[config.mk]
export PLATFORM = sky130hd
export DESIGN_NAME = laser_packetizer
export DESIGN_NICKNAME = d
export VERILOG_FILES = /design/src/rtl/laser_pkg.sv /design/src/rtl/laser_checksum8.sv /design/src/rtl/laser_packetizer.sv
export SDC_FILE = /design/constraint.sdc
export NUM_CORES = 1
export LEC_CHECK = 0
export ABC_AREA = 1
export ABC_CLOCK_PERIOD_IN_PS = 5350
export BUFFER_PORTS_ARGS = -buffer_cell sky130_fd_sc_hd__buf_2
export CAP_MARGIN = 10
export CORE_AREA = 3 3 83 85
export CTS_BUF_LIST = sky130_fd_sc_hd__clkbuf_4 sky130_fd_sc_hd__clkbuf_8 sky130_fd_sc_hd__clkbuf_16
export DETAILED_ROUTE_END_ITERATION = 10
export DIE_AREA = 0 0 86 88
export PLACE_DENSITY = 0.86
export SLEW_MARGIN = 10
export SYNTH_ARGS = -nofsm -noshare
export SYNTH_HDL_FRONTEND = slang
export SYNTH_SLANG_ARGS = --single-unit
export TNS_END_PERCENT = 20
[constraint.sdc]
create_clock -name clock -period 5.35 [get_ports clock]
set_input_delay 0.535 -clock clock [delete_from_list [all_inputs] [get_ports clock]]
set_output_delay 0.535 -clock clock [all_outputs]
set_load 0.01 [all_outputs]
[src/rtl/laser_pkg.sv]
// laser_pkg: shared types and constants for the laser link packetizer.
// The CRC-8 step helper is only referenced when LASER_PKT_CRC8_EN is defined.
package laser_pkg;

  // Frame builder states; each header state names the byte currently presented
  typedef enum logic [2:0] {
    StIdle,
    StPreamble,
    StSof,
    StLen,
    StFetch,
    StLoad,
    StChecksum
  } state_e;

  localparam logic [7:0] PREAMBLE_BYTE = 8'h55;
  localparam logic [7:0] SOF_BYTE      = 8'h7E;
  localparam logic [7:0] CRC8_POLY     = 8'h07;

  // One byte of CRC-8, MSB first, no reflection
  function automatic logic [7:0] crc8_step(input logic [7:0] crc, input logic [7:0] data);
    logic [7:0] c;
    c = crc ^ data;
    for (int i = 0; i < 8; i++) begin
      c = c[7] ? ((c << 1) ^ CRC8_POLY) : (c << 1);
    end
    return c;
  endfunction

endpackage

[src/rtl/laser_checksum8.sv]
// laser_checksum8: running 8-bit frame check over payload bytes.
// Build option LASER_PKT_CRC8_EN selects CRC-8 (poly 0x07, init 0); otherwise
// the result is the byte sum mod 256. One byte is absorbed per enabled cycle.
module laser_checksum8
  import laser_pkg::*;
(
  input  logic       clock,
  input  logic       reset,
  input  logic       clear,
  input  logic       enable,
  input  logic [7:0] data,
  output logic [7:0] result
);

  logic [7:0] acc_q;
  logic [7:0] acc_d;

  // Next accumulator value for the selected checksum flavour
  always_comb begin
    acc_d = acc_q;
`ifdef LASER_PKT_CRC8_EN
    acc_d = crc8_step(acc_q, data);
`else
    acc_d = acc_q + data;
`endif
  end

  // Accumulator register; clear starts a new frame
  always_ff @(posedge clock) begin
    if (reset || clear) begin
      acc_q <= 8'h00;
    end else if (enable) begin
      acc_q <= acc_d;
    end
  end

  assign result = acc_q;

endmodule

[src/rtl/laser_packetizer.sv]
// laser_packetizer: pops host bytes from the FTDI read FIFO and wraps them into
// laser link frames (preamble, SOF, LEN, payload, checksum), one byte at a time
// on a valid/ready stream towards the TX serializer.
// Build option: define LASER_PKT_CRC8_EN to send CRC-8 instead of the byte sum.
module laser_packetizer #(
  parameter int unsigned MAX_PAYLOAD   = 64,
  parameter int unsigned PREAMBLE_LEN  = 4,
  parameter logic [7:0]  PREAMBLE_BYTE = laser_pkg::PREAMBLE_BYTE,
  parameter logic [7:0]  SOF_BYTE      = laser_pkg::SOF_BYTE,
  parameter int unsigned FLUSH_TIMEOUT = 1024
) (
  input  logic       clock,
  input  logic       reset,
  input  logic       clear,
  input  logic       enable,
  input  logic       rdq_empty,
  input  logic [9:0] qsize,
  input  logic [7:0] data_rd,
  output logic       rdreq,
  output logic [7:0] tx_data,
  output logic       tx_valid,
  input  logic       tx_ready,
  output logic       busy,
  output logic       pkt_done
);

  import laser_pkg::state_e;
  import laser_pkg::StIdle;
  import laser_pkg::StPreamble;
  import laser_pkg::StSof;
  import laser_pkg::StLen;
  import laser_pkg::StFetch;
  import laser_pkg::StLoad;
  import laser_pkg::StChecksum;

  localparam int unsigned   FlushW    = $clog2(FLUSH_TIMEOUT);
  localparam logic [FlushW-1:0] FlushLast = FlushW'(FLUSH_TIMEOUT - 1);
  localparam logic [9:0]    MaxQ      = 10'(MAX_PAYLOAD);
  localparam logic [7:0]    MaxLen    = 8'(MAX_PAYLOAD);
  localparam logic [3:0]    PreLast   = 4'(PREAMBLE_LEN - 1);

  state_e            state_q;
  logic [7:0]        tx_data_q;
  logic              tx_valid_q;
  logic              pkt_done_q;
  logic [7:0]        len_q;
  logic [7:0]        count_q;
  logic [3:0]        pre_cnt_q;
  logic              cks_sent_q;   // checksum byte (not last payload byte) is on tx_data
  logic [FlushW-1:0] flush_q;

  logic       accept;
  logic       fetch;
  logic       start_full;
  logic       start_flush;
  logic       flush_run;
  logic [7:0] count_inc;
  logic       cks_clear;
  logic       cks_enable;
  logic [7:0] checksum;

  assign accept      = tx_valid_q & tx_ready;
  // The pop may overlap acceptance of the previous byte, giving 2 cycles per
  // payload byte; this needs tx_ready of the current cycle, so it is not registered.
  assign fetch       = (state_q == StFetch) & (~tx_valid_q | tx_ready) & ~rdq_empty;
  assign start_full  = enable & (qsize >= MaxQ);
  assign start_flush = enable & ~rdq_empty & (flush_q == FlushLast);
  assign flush_run   = enable & ~rdq_empty & (qsize < MaxQ);
  assign count_inc   = count_q + 8'd1;
  assign cks_clear   = clear | (state_q == StLen);
  assign cks_enable  = (state_q == StLoad);

  laser_checksum8 u_checksum (
    .clock  (clock),
    .reset  (reset),
    .clear  (cks_clear),
    .enable (cks_enable),
    .data   (data_rd),
    .result (checksum)
  );

  // Frame sequencer with registered stream outputs
  always_ff @(posedge clock) begin
    if (reset || clear) begin
      state_q    <= StIdle;
      tx_data_q  <= 8'h00;
      tx_valid_q <= 1'b0;
      pkt_done_q <= 1'b0;
      len_q      <= 8'h00;
      count_q    <= 8'h00;
      pre_cnt_q  <= 4'd0;
      cks_sent_q <= 1'b0;
      flush_q    <= '0;
    end else begin
      pkt_done_q <= 1'b0;
      unique case (state_q)
        StIdle: begin
          if (start_full || start_flush) begin
            len_q      <= start_full ? MaxLen : qsize[7:0];
            flush_q    <= '0;
            pre_cnt_q  <= 4'd0;
            cks_sent_q <= 1'b0;
            tx_data_q  <= PREAMBLE_BYTE;
            tx_valid_q <= 1'b1;
            state_q    <= StPreamble;
          end else if (flush_run) begin
            if (flush_q != FlushLast) begin
              flush_q <= flush_q + FlushW'(1);
            end
          end else begin
            flush_q <= '0;
          end
        end

        StPreamble: begin
          if (accept) begin
            if (pre_cnt_q == PreLast) begin
              tx_data_q <= SOF_BYTE;
              state_q   <= StSof;
            end else begin
              pre_cnt_q <= pre_cnt_q + 4'd1;
            end
          end
        end

        StSof: begin
          if (accept) begin
            tx_data_q <= len_q;
            state_q   <= StLen;
          end
        end

        StLen: begin
          count_q <= 8'h00;
          if (accept) begin
            tx_valid_q <= 1'b0;
            state_q    <= StFetch;
          end
        end

        StFetch: begin
          // Pending payload byte may drain while the next one is popped
          if (accept) begin
            tx_valid_q <= 1'b0;
          end
          if (fetch) begin
            state_q <= StLoad;
          end
        end

        StLoad: begin
          tx_data_q  <= data_rd;
          tx_valid_q <= 1'b1;
          count_q    <= count_inc;
          state_q    <= (count_inc < len_q) ? StFetch : StChecksum;
        end

        StChecksum: begin
          if (accept) begin
            if (!cks_sent_q) begin
              tx_data_q  <= checksum;
              cks_sent_q <= 1'b1;
            end else begin
              tx_valid_q <= 1'b0;
              cks_sent_q <= 1'b0;
              pkt_done_q <= 1'b1;
              state_q    <= StIdle;
            end
          end
        end

        default: begin
          tx_valid_q <= 1'b0;
          state_q    <= StIdle;
        end
      endcase
    end
  end

  assign rdreq    = fetch;
  assign tx_data  = tx_data_q;
  assign tx_valid = tx_valid_q;
  assign busy     = (state_q != StIdle);
  assign pkt_done = pkt_done_q;

endmodule

==> results.sh <==
export IMPL_outcome="complete, no violations"
export IMPL_cts_sinks=52
export IMPL_cp_num_buf_inv=3
export IMPL_antenna_found_initial=0
export IMPL_end_kind="register"
export IMPL_clk_path_buf_depth=2
export IMPL_critPathMaxStageDelay_ps=690
export IMPL_path_delay_family="simple AND/OR/NAND/NOR gates"
export IMPL_numCtsBuffers=5
export IMPL_yosysUniqueCellTypes=33
export IMPL_portBuffers=35
export IMPL_slew_headroom=0.447
export IMPL_overflow=0
export IMPL_dp_hpwl_mm=5.55
export IMPL_totalWireLength_mm=7.25
export IMPL_critical_path_required_ps=5520
export IMPL_skew_ps=10.2
export IMPL_dp_cells=638
export IMPL_holdWs_ps=488
export IMPL_timing_critical_path_mode_cell="inv_1"
export IMPL_vias=3258
export IMPL_reg2regPathDepth=7
export IMPL_start_kind="register"
export IMPL_synthFlopType="dfxtp_1"
export IMPL_worstSetupPathDepth=7
export IMPL_num_rows=29
export IMPL_arrival_ps=2560
export IMPL_die_w_um=86
export IMPL_first_pass_iters=4
export IMPL_netlist_top_cell_by_area="dfxtp_1"
export IMPL_crit_chain="inv_1, nor2_2, inv_1, nand2_1, inv_1, nand2_1, a21oi_1"
export IMPL_grt_pass1_vias=2961
export IMPL_fin_nets=610
export IMPL_drt_iter0_markers=225
export IMPL_final_antenna_net_count=0
export IMPL_avgSynthCellArea_sq_um=6.27
export IMPL_synth_top_area_share=0.308
export IMPL_hold_viol_final=0
export IMPL_final_layout_size_suffix_gt1_frac=0.113
export IMPL_cts_max_level=2
export IMPL_period_share=0.446
export IMPL_crit_type="reg -> reg"
export IMPL_cap_violations=0
export IMPL_cts_setup_buffers=0
export IMPL_track_usage=0.203
export IMPL_die_h_um=88
export IMPL_crit_slowest_cell="nor2_2"
export IMPL_core_sq_um=6280
export IMPL_root_buffer="clkbuf_8"
export IMPL_syn_area_sq_um=3370
export IMPL_async_flop_share=0
export IMPL_holdPathStages=2
export IMPL_drc=0
export IMPL_insertion_delay_ps=310
export IMPL_synth_seq_cells=52
export IMPL_postSynthCellCount=538
export IMPL_final_max_slew_viol_count=0
export IMPL_grt_pass1_wl_mm=12.4
export IMPL_routabilityCongestion=0.879
export IMPL_seq_area_frac_synth=0.308
export IMPL_wl_per_cell_um=11.2
export IMPL_area_growth_pct=8.45
export IMPL_p_per_area_nw_per_um2=247
export IMPL_start_util=0.538
export IMPL_grt_max_degree=27
export IMPL_synthTopCellsByCount="nand2_1, inv_1, nor2_1, dfxtp_1, a21oi_1"
export IMPL_tightestPinTransition_ps=829
export IMPL_io_pins=36
export IMPL_layout_cells_non_filler=645
export IMPL_ys_top_cells_by_area="dfxtp_1, nand2_1, inv_1"
export IMPL_max_freq_mhz=419
export IMPL_worstPathMaxFanout=22
export IMPL_power_leakage_uw=0.00176
export IMPL_yosysMostFrequentCell="nand2_1"
export IMPL_dieArea_sq_um=7570
export IMPL_via_per_inst=5.05
export IMPL_min_path_type="reg -> reg"
export IMPL_fin_tns_setup_ps=0
export IMPL_cts_tree="built"
export IMPL_synth_edff_count=0
export IMPL_peakVddDrop_mv=0.153
export IMPL_path_clk_slew_ps=80
export IMPL_min_period_ps=2390
export IMPL_setup_viol=0
export IMPL_cts_resized=0
export IMPL_ys_warn_count=0
export IMPL_rsz0062_at_grt="no"
export IMPL_hold_buffers=0
export IMPL_syn_nets=580
export IMPL_antenna_cells=0
==> sequential cells by signal (all words and copies together) (netlist names) <==
| register | flops |
|---|---|
| flush_q | 10 |
| count_q | 8 |
| pre_cnt_q | 4 |
| u_checksum.result | 8 |
| state_q | 3 |
| cks_sent_q | 1 |
| tx_data | 8 |
| tx_valid | 1 |
| pkt_done | 1 |
| len_q | 8 |
==> metrics by stage <==
step	setup slack, ps	area (sq um)	total power (uW)	utilization
global route	2690	3660	965	0.583
detailed placement	3020	3580	688	0.570
floorplan	3570	3370	635	-
finish	2960	3660	902	0.583
CTS	3010	3660	910	0.583
global placement	3160	3580	683	0.570
==> cell families after synthesis <==
logic type               Yosys count  share of synthesized area
XOR/XNOR                          15                     0.0389
buffers and inverters            103                      0.122
AND/OR/NAND/NOR                  279                      0.349
adder cells (fa/ha/maj)           18                     0.0690
AO/OA/AOI/OAI                     71                      0.112
flip-flops                        52                      0.308
==> layout by cell type, fill, tap and decap left out, types with 2 or more instances in the layout <==
cell         n
inv_2        5
a21oi_1     41
xnor2_1      5
nand4_1      8
buf_2       35
inv_1       85
nor3_1       3
nand2_2      6
o2111ai_1    2
nand3_1     22
ha_1        17
nand2_1    153
xor2_1      10
nor2_1      75
nor2_2       5
nand3_4      2
dfxtp_1     52
o21ai_0     22
clkbuf_8     5
==> worst paths after layout <==
check / from / to / slack [ps]
worst min-delay path: count_q[6] / count_q[6] / 490
worst min register to register: count_q[6] / count_q[6] / 490
worst max-delay path: state_q[2] / count_q[6] / 2960
worst max register to register: state_q[2] / count_q[6] / 2960
==> per-layer routing <==
| layer | vias up | part of all wire | GRT usage |
|---|---|---|---|
| li1 | 1727 | - | - |
| met1 | 1439 | 0.45 | 0.237 |
| met2 | 78 | 0.48 | 0.363 |
| met3 | 14 | 0.055 | 0.0405 |
| met4 | 0 | 0.019 | 0.0806 |
| met5 | - | 0 | 0 |
==> report_power, final <==
| group | leakage (uW) | internal (uW) | switching (uW) |
|---|---|---|---|
| logic | 0.00129 | 83.2 | 173 |
| registers | 0.000421 | 408 | 17.2 |
| clock network | 0.0000445 | 94.4 | 126 |
==> layout make-up <==
class | count | area, sq um
fillers | 614 | 2620
clock inverters | 1 | 5.00
well taps | 77 | 96.3
clock buffers | 6 | 76.3
repair buffers | 36 | 183
inverters | 90 | 338
multi-input cells | 383 | 1920
flip-flops and latches | 52 | 1040
==> worst reg2reg max path, stage by stage (launching register included) <==
cell and delay [ps]:
dfxtp_1 510, inv_1 180, nor2_2 690, inv_1 390, nand2_1 190, inv_1 140, nand2_1 90, a21oi_1 60
Note: power is estimated with default switching activity, not from simulation.
